**config.mk**
```make
export PLATFORM = sky130hd
export DESIGN_NAME = ps2_led_ctrl
export DESIGN_NICKNAME = d
export VERILOG_FILES = /design/src/rtl/ps2_led_ctrl.sv
export SDC_FILE = /design/constraint.sdc
export NUM_CORES = 1
export LEC_CHECK = 0
export ABC_CLOCK_PERIOD_IN_PS = 4300
export BUFFER_PORTS_ARGS = -buffer_cell sky130_fd_sc_hd__buf_4
export CAP_MARGIN = 40
export CORE_MARGIN = 5
export CORE_UTILIZATION = 45
export DETAILED_ROUTE_END_ITERATION = 16
export SLEW_MARGIN = 20
export SYNTH_ARGS = -nofsm -noshare
export SYNTH_HDL_FRONTEND = slang
export SYNTH_SLANG_ARGS = --single-unit
```
**constraint.sdc**
```tcl
create_clock -name clk_sys -period 4.3 [get_ports clk_sys]
set_input_delay 0.645 -clock clk_sys [delete_from_list [all_inputs] [get_ports clk_sys]]
set_output_delay 0.645 -clock clk_sys [all_outputs]
set_load 0.005 [all_outputs]
```
**src/rtl/ps2_led_ctrl.sv**
```systemverilog
// ps2_led_ctrl: PS/2 host sequencer that sends 0xED + LED byte whenever the requested LED state changes
module ps2_led_ctrl #(
    parameter int unsigned INHIBIT_CYC = 4800,
    parameter int unsigned TIMEOUT_CYC = 960000,
    parameter int unsigned MAX_RETRY   = 3
) (
    input  logic       clk_sys,
    input  logic       reset_n,
    input  logic [2:0] leds_in,
    input  logic       force_req,
    input  logic       ps2_clk_in,
    input  logic       ps2_data_in,
    output logic       ps2_clk_oe,
    output logic       ps2_data_oe,
    output logic       busy,
    output logic       done,
    output logic       error
);
    localparam int unsigned TMAX = INHIBIT_CYC > TIMEOUT_CYC ? INHIBIT_CYC : TIMEOUT_CYC;
    localparam int TW = $clog2(TMAX + 1);
    localparam int RW = $clog2(MAX_RETRY + 1);
    localparam logic [2:0] IDLE = 3'd0, INHIBIT = 3'd1, TX = 3'd2, ACK = 3'd3,
                           RESP = 3'd4, RETRY = 3'd5, DONE = 3'd6;

    logic [2:0]    state;
    logic [3:0]    clk_hist, data_hist;
    logic          clk_f, data_f, fall;
    logic [TW-1:0] tmr;
    logic [RW-1:0] retry, retry_n;
    logic [3:0]    bcnt;
    logic [9:0]    rx;
    logic [2:0]    tx_leds, last_sent;
    logic          sel, pending, dbit, timeout, rx_ok;
    logic [7:0]    cur;
    logic [9:0]    txf;
    logic [10:0]   rxf;

    always_comb begin
        fall        = clk_f && clk_hist == 4'b0000;
        cur         = sel ? {5'b0, tx_leds} : 8'hED;
        txf         = {1'b1, ~^cur, cur};
        rxf         = {data_f, rx};
        rx_ok       = !rxf[0] && rxf[10] && (^rxf[9:1]) && rxf[8:1] == 8'hFA;
        timeout     = tmr == TW'(TIMEOUT_CYC - 1);
        retry_n     = retry + 1'b1;
        busy        = state != IDLE;
        done        = state == DONE;
        ps2_clk_oe  = state == INHIBIT;
        ps2_data_oe = state == TX && dbit;
    end

    always_ff @(posedge clk_sys or negedge reset_n) begin
        if (!reset_n) begin
            state     <= IDLE;
            clk_hist  <= 4'hF;
            data_hist <= 4'hF;
            clk_f     <= 1'b1;
            data_f    <= 1'b1;
            tmr       <= '0;
            retry     <= '0;
            bcnt      <= '0;
            rx        <= '0;
            tx_leds   <= '0;
            last_sent <= '0;
            sel       <= 1'b0;
            pending   <= 1'b1;
            dbit      <= 1'b0;
            error     <= 1'b0;
        end else begin
            clk_hist  <= {clk_hist[2:0], ps2_clk_in};
            data_hist <= {data_hist[2:0], ps2_data_in};
            clk_f     <= clk_hist == 4'b0000 ? 1'b0 : clk_hist == 4'b1111 ? 1'b1 : clk_f;
            data_f    <= data_hist == 4'b0000 ? 1'b0 : data_hist == 4'b1111 ? 1'b1 : data_f;
            // while busy, compare against the in-flight value so only a real change queues a follow-up
            if (state == IDLE && pending)
                pending <= 1'b0;
            else if (force_req || leds_in != (state == IDLE ? last_sent : tx_leds))
                pending <= 1'b1;
            if (state == TX || state == ACK || state == RESP)
                tmr <= fall ? '0 : tmr + 1'b1;
            case (state)
                IDLE: if (pending) begin
                    state   <= INHIBIT;
                    tx_leds <= leds_in;
                    sel     <= 1'b0;
                    retry   <= '0;
                    tmr     <= '0;
                end
                INHIBIT: if (tmr == TW'(INHIBIT_CYC - 1)) begin
                    state <= TX;
                    tmr   <= '0;
                    bcnt  <= '0;
                    dbit  <= 1'b1;
                end else tmr <= tmr + 1'b1;
                TX: if (fall) begin
                    dbit  <= ~txf[bcnt];
                    bcnt  <= bcnt + 1'b1;
                    state <= bcnt == 4'd9 ? ACK : TX;
                end else if (timeout) state <= RETRY;
                ACK: if (fall) begin
                    bcnt  <= '0;
                    state <= data_f ? RETRY : RESP;
                end else if (timeout) state <= RETRY;
                RESP: if (fall) begin
                    rx   <= {data_f, rx[9:1]};
                    bcnt <= bcnt + 1'b1;
                    if (bcnt == 4'd10) begin
                        if (!rx_ok) state <= RETRY;
                        else if (!sel) begin
                            state <= INHIBIT;
                            sel   <= 1'b1;
                            retry <= '0;
                        end else begin
                            state     <= DONE;
                            last_sent <= tx_leds;
                            error     <= 1'b0;
                        end
                    end
                end else if (timeout) state <= RETRY;
                RETRY: begin
                    tmr <= '0;
                    if (retry_n == RW'(MAX_RETRY)) begin
                        error <= 1'b1;
                        state <= IDLE;
                    end else begin
                        retry <= retry_n;
                        state <= INHIBIT;
                    end
                end
                DONE: state <= IDLE;
                default: state <= IDLE;
            endcase
        end
    end
endmodule
```
======== Yosys cells after proc, flatten, opt, wreduce, memory -nomap -nowiden ========
Cells that the tools add are included.
operators by class
  mux-type cells .......................... 53
  magnitude comparators ................... 1
  add/sub/neg operators ................... 3
  reduce and logical (&&, ||, !) cells .... 34
  equality and inequality tests ........... 28
  bitwise operators ....................... 1
operators with widths
  kind                                                    count
  2-to-1 mux 20 bit                                       4
  one-hot mux 20 bit (3 select lines)                     1
  2-to-1 mux 3 bit                                        10
  2-to-1 mux 1 bit                                        21
  adder 20 x 1 -> 20 bit (second input constant)          1
  equality test 20 x 13 -> 1 bit (second input constant)  1
  equality test 20 bit (second input constant)            1
  != test 2 bit (second input constant)                   9
  one-hot mux 3 bit (6 select lines)                      1
  equality test 4 bit (second input constant)             4
  2-to-1 mux 2 bit                                        6
  2-to-1 mux 4 bit                                        3
  one-hot mux 4 bit (3 select lines)                      1
  nonzero test 2 bit                                      6
  AND reduction 5 bit                                     2
  equality test 3 bit (second input constant)             3
  nonzero test 3 bit                                      3
  XOR reduction 9 bit                                     1
  equality test 8 bit (second input constant)             1
  zero test 4 bit                                         2
  2-to-1 mux 8 bit                                        1
  XNOR reduction 8 bit                                    1
  AND reduction 7 bit                                     1
  equality test 3 x 2 -> 1 bit (second input constant)    2
  other kinds (21)                                        34
storage, ports and cells
  input bits .............................. 8
  register bits after elaboration ......... 59
  word-level logic and storage cells ...... 135
  output and inout bits ................... 5

======== Depth between registers and ports, before layout ========
  word-level depth ........................ 8
  gate-level depth with buffers ........... 8
  mapped depth without buffers ............ 7

======== Worst setup path before layout ========
Ideal clock, no wire load.
  path kind ............................... register to register
  start point ............................. register rx[4]
  end point ............................... register last_sent[0]
  cell stages (with the launch flop) ...... 8
  setup time .............................. 0.125 ns
  arrival ................................. 2.054 ns
  path slack .............................. 2.121 ns
  buffers on the path ..................... 1
  period minus slack after synthesis ...... 2.179 ns
  data required time ...................... 4.175 ns
  cell sequence ........................... dfrtp_1 > ha_1 > xnor3_1 > xnor2_1 > or2_1 > buf_6 > nor3_2 > mux2_2
on the way
  word-level cells in the longest chain between the ends .. 4
  elaborated cells between the ends (all ways) .. 5
  classes of those cells .................. eq/ne (1); reduce/logical (4)
RTL lines
  item                                      line  source
  start: declaration                        31    logic [9:0] rx;
  start signal: assignment                  105   rx <= {data_f, rx[9:1]};
  XOR reduction 9 bit                       43    rx_ok = !rxf[0] && rxf[10] && (^rxf[9:1]) && rxf[8:1] == 8'hFA;
  logical AND 1 bit                         43
  logical AND 1 bit (*)                     43
  AND reduction 5 bit (no source line) (*)  n/a
  end signal: assignment                    115   last_sent <= tx_leds;
  end: declaration                          32    logic [2:0] tx_leds, last_sent;
Mark *: on every way between the ends. The rest lies on a longest branch, timed or not.
A chain may end at the register's enable or synchronous reset.

======== Worst setup path in the final report ========
  start point ............................. register state[0]
  end point ............................... register tmr[10]
on the way
  word-level cells in the longest chain between the ends .. 6
  elaborated cells between the ends (all ways) .. 11
  classes of those cells .................. eq/ne (5); mux (3); reduce/logical (3)
RTL lines
  item                                     line  source
  start: declaration                       25    logic [2:0] state;
  start signal: assignment                 98    state <= bcnt == 4'd9 ? ACK : TX;
  start signal: assignment                 102   state <= data_f ? RETRY : RESP;
  equality test 3 x 2 -> 1 bit             79    if (state == TX || state == ACK || state == RESP)
  logical OR 1 bit (2 in series)           79
  2-to-1 mux 20 bit                        79
  2-to-1 mux 20 bit                        82    IDLE: if (pending) begin
  one-hot mux 20 bit (3 select lines) (*)  81    case (state)
  end signal: assignment                   80    tmr <= fall ? '0 : tmr + 1'b1;
  end signal: assignment                   94    end else tmr <= tmr + 1'b1;
  end: declaration                         28    logic [TW-1:0] tmr;
Marked as above.

==> impl_metrics.json <==
{
  "top_layer_used": "met4",
  "finalHoldViolations": 0,
  "fmax_ghz": 0.369,
  "cts_tree": "done",
  "rows": 32,
  "cts_buffers": 9,
  "wl_um": 8320,
  "clkTransAtPathRegs_ps": 70,
  "synth.largest_area_cell": "dfrtp_1",
  "synth_fa_ha_area_share_pct": 3.14,
  "syn_inst": 387,
  "wl_met1_um": 3960,
  "fin_tns_setup_ps": 0,
  "die_area_sq_um": 9870,
  "drt_iter0_drc": 189,
  "grt_pass1_wl_um": 14100,
  "route.detailed.drc": 0,
  "syn_nets": 404,
  "dr.pass1.iters": 5,
  "portBuffers": 12,
  "muxShareOfSynthArea_pct": 5.47,
  "cts-root-buf": "clkbuf_8",
  "setup_viol": 0,
  "met2_length_um": 3820,
  "vias": 3022,
  "clock-skew-final_ps": 12.1,
  "critPathSlowestCell": "dfrtp_1",
  "initial_core_util_pct": 46.2,
  "post_drt_wl_per_cell_um": 16.7,
  "nets": 409,
  "max_stage_delay_ps": 770,
  "worstPathRequired_ps": 4540,
  "outcome": "finished clean",
  "avgSynthCellArea_sq_um": 9.28,
  "wl_met3_um": 396,
  "die_height_um": 99.3,
  "final_area_sq_um": 4010,
  "arrival_ps": 2940,
  "finalCritPeriodShare_pct": 63.0,
  "clock_path_buffers": 2,
  "first_global_vias": 2834,
  "holdBufCountCts": 0,
  "synth.distinct_cells": 68,
  "layout-drive-gt1-share_pct": 17.4,
  "synthArstFlopShare_pct": 100,
  "slew_violations": 0,
  "synth.area.top_cells": "dfrtp_1 33%, dfstp_2 8.0%, mux2_2 4.1%, o21ai_0 3.6%, nand2_1 3.4%",
  "drt.antenna.violating_nets": 0,
  "p_per_area_nw_per_um2": 450,
  "tightest_slew_ps": 818,
  "place.detailed.hpwl_um": 5720,
  "clock-sinks": 59,
  "crit_buf_inv": 0,
  "dpl_cell_area_sq_um": 3710,
  "yosysMostFrequentCell": "dfrtp_1",
  "area_delta_synth_final_pct": 11.7,
  "critPathTopFamily": "compound AO/OA/AOI/OAI gates",
  "crit_type": "reg -> reg",
  "synthXorXnorAreaFrac_pct": 2.82,
  "synth-simple-area-share_pct": 22.7,
  "synth_area_sq_um": 3590,
  "fill_cells": 722,
  "max_cap_viol_count": 0,
  "io_pins": 13,
  "cts_resized": 0,
  "rsz0062_at_grt": "false",
  "coreArea_sq_um": 7770,
  "synth-seq-cells": 59,
  "post_cts_buffers": 0,
  "yosysSeqAreaShare_pct": 41.5,
  "ys_top_cells_by_count": "48 x dfrtp_1, 33 x nand2_1, 26 x o21ai_0",
  "cellLeakagePower_nw": 1.59,
  "min_period_ps": 2710,
  "synth_top_area_share_pct": 33.4,
  "synth_ff_type": "dfrtp_1",
  "path_cells": "nand2b_1 > nor2_1 > o21a_1 > nor2_2 > o311ai_1",
  "synth_top_family_by_area": "simple AND/OR/NAND/NOR gates",
  "cp-end-kind": "register",
  "globalplace.congestion": 0.892,
  "avgViaCountPerCell": 6.06,
  "gr-total-overflow": 0,
  "synth_compound_area_share_pct": 19.9,
  "synth_enable_flop_cells": 0,
  "n_antenna_cell": 0,
  "h-tree-depth": 3,
  "antenna_found_initial": 0,
  "grt_start_max_net_pins": 60,
  "start_kind": "register",
  "hp-class": "in -> async",
  "relSlewSlack_pct": 45.5,
  "worst-path-max-fanout": 23,
  "worstSkewPairLatency_ps": 350,
  "die_w_um": 99.3,
  "peakVddDrop_mv": 0.255,
  "synth_warnings": 0,
  "track_usage_pct": 17.6
}
path summary, 6_finish.rpt:
check                        startpoint      endpoint  slack, ps  cells past startpoint
max                            state[0]       tmr[10]       1590                      5
min                             reset_n       tmr[15]        280                      2
max reg2reg                    state[0]       tmr[10]       1590                      5
min reg2reg                data_hist[0]  data_hist[1]        370                      0
max in group asynchronous       reset_n   clk_hist[3]       3700                      2
min in group clk_sys       data_hist[0]  data_hist[1]        370                      0
layout by cell type (no fill, tap or decap), types with 6 or more instances in the layout:
cell,instances
nor2_1,23
nand3_1,17
a21oi_1,16
mux2_2,13
o211ai_1,8
o21ai_0,26
buf_4,12
dfrtp_1,48
ha_1,9
inv_1,15
or3_1,6
nand2_1,33
nand4_1,9
o22ai_1,6
nor3_1,15
clkbuf_8,9
dfstp_2,11
per-layer routing:
layer	GRT usage, %	vias up
met5	0	-
met4	6.30	0
met3	4.00	19
met2	26.4	74
met1	24.8	1468
li1	-	1461
worst reg2reg max path, cell delays in order, from the launching register on:
cell and delay [ps]:
dfrtp_1 770, nand2b_1 250, nor2_1 350, o21a_1 730, nor2_2 200, o311ai_1 320
logic make-up (layout without fill, tap and decap cells):
| group | after synthesis | in the layout |
|---|---|---|
| multiplexers | 18 | 18 |
| AND/OR/NAND/NOR | 149 | 149 |
| XOR/XNOR | 10 | 10 |
| AO/OA/AOI/OAI | 105 | 105 |
| adder cells (fa/ha/maj) | 9 | 9 |
| buffers and inverters | 37 | 47 |
| flip-flops | 59 | 59 |
state kept, by name, summed over array words and instances, names as in the netlist:
register,count
clk_f,1
pending,1
tmr,20
data_hist,4
last_sent,3
rx,10
tx_leds,3
sel,1
state,3
error,1
data_f,1
clk_hist,4
retry,2
bcnt,4
dbit,1
per-stage QoR:
step,cells,setup slack [ps],hold slack [ps],power [W],util (%)
2_1_floorplan,387,2120,349,0.00105,-
3_3_place_gp,480,1680,359,0.00116,47.8
3_5_place_dp,480,1600,359,0.00117,47.8
4_1_cts,496,1410,370,0.00180,51.0
5_1_grt,499,1390,298,0.00191,51.6
6_report,499,1590,280,0.00181,51.6
area by class of cell:
class                      instances  area [sq um]  area share [%]
sequential                        59          1490            37.1
tap                              102           128            3.18
clock buffer                       9           124            3.09
multi-input combinational        291          1940            48.4
clock inverter                     7           124            3.09
inverter                          16          60.1            1.50
timing repair buffer              15           144            3.59
report_power, final:
part           leakage (nW)  total (W)  switching, W  internal [W]
logic                 0.700   0.000457      0.000278      0.000179
clock network         0.120   0.000632      0.000243      0.000389
registers             0.765   0.000717     0.0000951      0.000622
total                  1.59    0.00181      0.000616       0.00119
Power figures use the tool's default switching activity.
